$ cat src/rtl/cpu_control_unit.sv
`default_nettype none
// ============================================================================
// Module   : cpu_control_unit
// Purpose  : Moore FSM sequencing fetch/decode/execute for the 16-bit datapath.
// Revision : 1.0
// ============================================================================
module cpu_control_unit #(
   parameter int         DADDR_W = 8,
   parameter logic [2:0] ALU_ADD = 3'd1,
   parameter logic [2:0] ALU_SUB = 3'd2
) (
   input  logic               clk,
   input  logic               rst_n,
   input  logic [15:0]        IR,
   output logic               PC_clr,
   output logic               IR_ld,
   output logic               PC_up,
   output logic [DADDR_W-1:0] D_addr,
   output logic               D_wr,
   output logic               RF_s,
   output logic [3:0]         RF_W_addr,
   output logic               RF_W_en,
   output logic [3:0]         RF_Ra_addr,
   output logic [3:0]         RF_Rb_addr,
   output logic [2:0]         ALU_s0,
   output logic [3:0]         state
);

   typedef enum logic [3:0] {
      S_INIT   = 4'd0,
      S_FETCH  = 4'd1,
      S_DECODE = 4'd2,
      S_NOOP   = 4'd3,
      S_LOAD_A = 4'd4,
      S_LOAD_B = 4'd5,
      S_STORE  = 4'd6,
      S_ADD    = 4'd7,
      S_SUB    = 4'd8,
      S_HALT   = 4'd9
   } state_t;

   localparam logic [3:0] c_OP_NOOP  = 4'b0000;
   localparam logic [3:0] c_OP_STORE = 4'b0001;
   localparam logic [3:0] c_OP_LOAD  = 4'b0010;
   localparam logic [3:0] c_OP_ADD   = 4'b0011;
   localparam logic [3:0] c_OP_SUB   = 4'b0100;
   localparam logic [3:0] c_OP_HALT  = 4'b0101;

   state_t               r_state;
   state_t               w_next;
   logic [3:0]           w_op;
   logic [DADDR_W-1:0]   w_daddr;

   assign w_op    = IR[15:12];
   assign w_daddr = IR[DADDR_W+3:4];
   assign state   = r_state;

   always_ff @(posedge clk or negedge rst_n) begin
      if (!rst_n) r_state <= S_INIT;
      else        r_state <= w_next;
   end

   always_comb begin
      w_next     = S_INIT;
      PC_clr     = 1'b0;
      IR_ld      = 1'b0;
      PC_up      = 1'b0;
      D_addr     = '0;
      D_wr       = 1'b0;
      RF_s       = 1'b0;
      RF_W_addr  = 4'd0;
      RF_W_en    = 1'b0;
      RF_Ra_addr = 4'd0;
      RF_Rb_addr = 4'd0;
      ALU_s0     = 3'd0;
      case (r_state)
         S_INIT: begin
            PC_clr = 1'b1;
            w_next = S_FETCH;
         end
         S_FETCH: begin
            IR_ld  = 1'b1;
            PC_up  = 1'b1;
            w_next = S_DECODE;
         end
         S_DECODE: begin
            case (w_op)
               c_OP_STORE: w_next = S_STORE;
               c_OP_LOAD:  w_next = S_LOAD_A;
               c_OP_ADD:   w_next = S_ADD;
               c_OP_SUB:   w_next = S_SUB;
               c_OP_HALT:  w_next = S_HALT;
               default:    w_next = S_NOOP;
            endcase
         end
         S_NOOP: w_next = S_FETCH;
         // LOAD_A only waits out the synchronous memory read
         S_LOAD_A: begin
            D_addr = w_daddr;
            RF_s   = 1'b1;
            w_next = S_LOAD_B;
         end
         S_LOAD_B: begin
            D_addr    = w_daddr;
            RF_s      = 1'b1;
            RF_W_addr = IR[3:0];
            RF_W_en   = 1'b1;
            w_next    = S_FETCH;
         end
         S_STORE: begin
            D_addr     = w_daddr;
            RF_Ra_addr = IR[3:0];
            D_wr       = 1'b1;
            w_next     = S_FETCH;
         end
         S_ADD, S_SUB: begin
            RF_Ra_addr = IR[11:8];
            RF_Rb_addr = IR[7:4];
            RF_W_addr  = IR[3:0];
            RF_W_en    = 1'b1;
            ALU_s0     = (r_state == S_ADD) ? ALU_ADD : ALU_SUB;
            w_next     = S_FETCH;
         end
         S_HALT: w_next = S_HALT;
         default: begin
            // Illegal encodings recover through INIT
            PC_clr = 1'b1;
            w_next = S_INIT;
         end
      endcase
   end

endmodule
`default_nettype wire

$ cat config.mk
export PLATFORM = sky130hd
export DESIGN_NAME = cpu_control_unit
export DESIGN_NICKNAME = d
export VERILOG_FILES = /design/src/rtl/cpu_control_unit.sv
export SDC_FILE = /design/constraint.sdc
export NUM_CORES = 1
export LEC_CHECK = 0
export CAP_MARGIN = 0
export CORE_MARGIN = 3
export CORE_UTILIZATION = 29
export CTS_CLUSTER_SIZE = 20
export DETAILED_ROUTE_END_ITERATION = 8
export PLACE_DENSITY = 0.85
export REMOVE_ABC_BUFFERS = 1
export SYNTH_ARGS = -nofsm -noshare
export SYNTH_HDL_FRONTEND = slang
export SYNTH_SLANG_ARGS = --single-unit
$ cat constraint.sdc
create_clock -name clk -period 2.1 [get_ports clk]
set_input_delay 0.315 -clock clk [delete_from_list [all_inputs] [get_ports clk]]
set_output_delay 0.315 -clock clk [all_outputs]
set_load 0.02 [all_outputs]
Word-level counts from Yosys, hierarchy flattened
Index checks and enable logic that the tools add are counted.
- flip-flop bits (word level): 4
- bits of input ports: 18
- logic and storage cells: 35
- equal/unequal tests: 14
- multiplexer cells: 13
- reduce and logical (&&, ||, !) cells: 7
- operator list (kind ; number):
    $pmux 4 s5 ; 2
    $eq 4x3->1 const B ; 6
    $eq 4x2->1 const B ; 4
    $reduce_or 9->1 ; 1
    $eq 4x1->1 const B ; 2
    $eq 4x4->1 const B ; 2
    $mux 4 ; 2
    $mux 8 ; 1
    $pmux 4 s2 ; 1
    $reduce_or 3->1 ; 2
    $reduce_or 6->1 ; 1
    $mux 1 ; 5
    $logic_not 4->1 ; 1
    $mux 2 ; 2
    $reduce_or 2->1 ; 2

Logic depth before layout (Yosys ltp)
- word-level depth: 3
- mapped depth: 4
- gate-level depth less buffers: 3

Worst setup path after synthesis
OpenSTA, ideal clock, no wires.
- path type: register to output
- start: register r_state[1], in the netlist state[1]
- end: output port PC_up
- arrival: 1.790 ns
- path slack: -0.005 ns
- data required time: 1.785 ns
- cell stages (with the launch flop): 4
- buffers on the path: 2
- path through: dfrtp_1 > clkbuf_1 > nor4_1 > buf_4
- cells in the longest elaborated chain, start to end: 2
- RTL lines (element ; line ; source):
    from (decl) ; 49 ; state_t r_state;
    from (signal assigned) ; 60 ; else r_state <= w_next;
    $eq 4x1->1 ; n/a ;
    $mux 1 ; n/a ;
    to (decl) ; 17 ; output logic PC_up,
Every way passes these cells.

Final worst setup path
- start: register r_state[1], in the netlist state[1]
- end: output port RF_Rb_addr[0]
- cells in the longest elaborated chain, start to end: 3
- RTL lines (element ; line ; source):
    $eq 4x3->1 / $eq 4x4->1 (equally long branches) ; 76 ; case (r_state)
    $reduce_or 2->1 (*) ; 76 ;
    $mux 4 (*) ; 76 ;
    to (decl) ; 24 ; output logic [3:0] RF_Rb_addr,
Mark *: on every way between the ends. The rest lies on a longest branch, timed or not.

==> metrics.cfg <==
[finish]
final_cells = 144
n_antenna_cell = 0
largest_register_ffs = 4
fin_nets = 140
area_growth_pct = 92.9
drive_above_1_share_pct = 30.0
final_cell_mix = clkdlybuf4s50_1, clkbuf_2, and2_1
design_area_sq_um = 992
final_common_cell = clkdlybuf4s50_1

[logic_synthesis]
async_flop_share_pct = 100
ys_seq_area_share_pct = 19.5
yosysWarnings = 0
synth_flop_cell = dfrtp_1
synth_area_per_cell_sq_um = 7.79
syn_inst = 66
yosysUniqueCellTypes = 30
synth-edff-count = 0
syn_area_sq_um = 514
synth-seq-cells = 4

[die]
die_y_um = 48.1
ios = 51
rows = 14
coreArea_sq_um = 1590
die_area_sq_um = 2310
die_x_um = 48.1
start_util_pct = 32.3

[drt]
wl_met2_um = 1090
avgViaCountPerCell = 4.58
wl_met3_um = 44
detail_route.wl_per_cell_um = 13.3
wl_met1_um = 766
firstDrtPassIters = 4
ant_nets = 0
post-route-drc-count = 0
via_count = 660
first_iter_violations = 6
dr.max_layer_used = met4
drt_wl_total_um = 1920

[outcome]
status = completed

[global_routing]
grt.total_usage_pct = 15.7
grt_pass1_wl_um = 2530
grt-ovfl-total = 0
grt_max_degree = 13
grt_pass1_vias = 598
grt_antenna_before_repair = 0

[clocking]
post-cts-setup-buffers = 0
clock_sinks = 4
clockBufferDepth = 2
clk_latency_ns = 0.24
htreeDepth = 1
cts-root-buf = clkbuf_4
path_clk_slew_ns = 0.04
cts_tree = yes
cts_made_buffers = 3
cts_hold_buf = 0

[sta]
rsz0062_at_grt = no
whs_ns = 0.276
fin_skew_ns = 0.00496
setup-violations-final = 0
hold_viol = 0
slew_viol_final = 0
period_needed_ns = 1.97
setup_ws_ns = 0.129
period_share_pct = 93.9
max_freq_ghz = 0.507

[pwr]
powerDensity_nw_per_um2 = 799
p_seq_share_pct = 14.3
sw_frac_of_total_pct = 45.9
clock_power_share_pct = 12.0
power_switching_w = 0.000364
pwr-share-comb_pct = 73.7
leakage_nw = 0.517
internal-power_w = 0.000429
ir_worst_vdd_mv = 0.702

[worst_setup_path]
critPathTopFamily = simple AND/OR/NAND/NOR gates
end_kind = output pin
max_stage_delay_ns = 0.59
reg2regPathDepth = 4
worst_r2r_startpoint = state[0]
path_buf_inv = 1
r2r_slack_ns = 0.82
cp_max_fo = 8
timing.rr.end = state[0]
worstSetupPathDepth = 4
critPathSlowestCell = or4b_4
crit_chain = or4b_4, o21ai_4, and2_1, buf_2
critPathLaunchType = flop
cp_data_required_time_ns = 1.78
critPathKind = flop to output pin
critPathArrivalTime_ns = 1.66

[place]
gp_congestion = 0.770
hpwlAfterDp_um = 1580
numPlacedInstances = 141
place_ws_ns = -0.0728
placed_area_sq_um = 1060
portBuffers = 49

[run]
cap_violations = 0

[worst_hold_path]
hold_class = primary input to asynchronous set/reset pin

==> synth_stat cells (all sizes together), types with 2 or more instances <==
| master | count | area share, % |
|---|---|---|
| nor2 | 6 | 4.4 |
| nand2b | 2 | 2.9 |
| dfrtp | 4 | 19 |
| a22o | 4 | 6.8 |
| o21ai | 5 | 9.2 |
| a21oi | 2 | 1.9 |
| nor3b | 2 | 3.9 |
| nor3 | 2 | 1.9 |
| nand2 | 3 | 2.2 |
| buf | 4 | 6.1 |
| and2 | 16 | 19 |
| inv | 2 | 1.5 |
| nor2b | 2 | 2.4 |
==> what timing repair did <==
| action | in CTS | in global routing |
|---|---|---|
| resized for setup | 37 | 33 |
| pin swaps | 0 | 1 |
| endpoints found under the setup margin | 25 | 22 |
==> metal layers <==
layer,vias to the layer above,GRT usage [%]
met1,308,18.4
met3,2,2.95
met2,15,26.4
met5,-,0
li1,335,-
met4,0,9.68
==> final cells by class <==
cell class,count,area (sq um)
Clock buffer,3,22.5
Fill cell,157,602
Inverter,2,7.51
Multi-Input combinational cell,55,378
Sequential cell,4,100
Tap cell,24,30.0
Timing Repair Buffer,56,454
==> worst max-delay path by stage <==
stage	start	endpoint	slack, ns
floorplan	state[0]	state[0]	-0.35
global placement	state[1]	RF_Ra_addr[2]	-0.03
detailed placement	state[1]	RF_Rb_addr[0]	-0.07
CTS	state[1]	RF_Ra_addr[2]	0.001
global route	state[1]	RF_Ra_addr[0]	0.06
finish	state[1]	RF_Rb_addr[0]	0.13
==> power by group through the flow <==
stage	sequential, W	clock, W	combinational [W]
global route	0.000118	0.000106	0.000631
CTS	0.000114	0.0000960	0.000595
global placement	0.000114	0	0.000606
floorplan	0.000182	0	0.000238
detailed placement	0.000115	0	0.000616
finish	0.000114	0.0000948	0.000584
==> logic make-up (layout without fill, tap and decap cells) <==
group	count (synthesis)	count (layout)	share of synthesized area (%)
buffers and inverters	7	61	8.27
other	1	1	0.729
XOR/XNOR	1	1	1.70
AND/OR/NAND/NOR	39	39	47.2
AO/OA/AOI/OAI	14	14	22.6
flip-flops	4	4	19.5
==> metrics by stage <==
stage / TNS (ns) / util, % / power [W]
2_1_floorplan: -0.867 / - / 0.000420
3_3_place_gp: -0.203 / 66.8 / 0.000720
3_5_place_dp: -0.458 / 66.8 / 0.000731
4_1_cts: 0 / 67.5 / 0.000805
5_1_grt: 0 / 62.2 / 0.000855
6_report: 0 / 62.2 / 0.000792
Note: power is estimated with default switching activity, not from simulation.
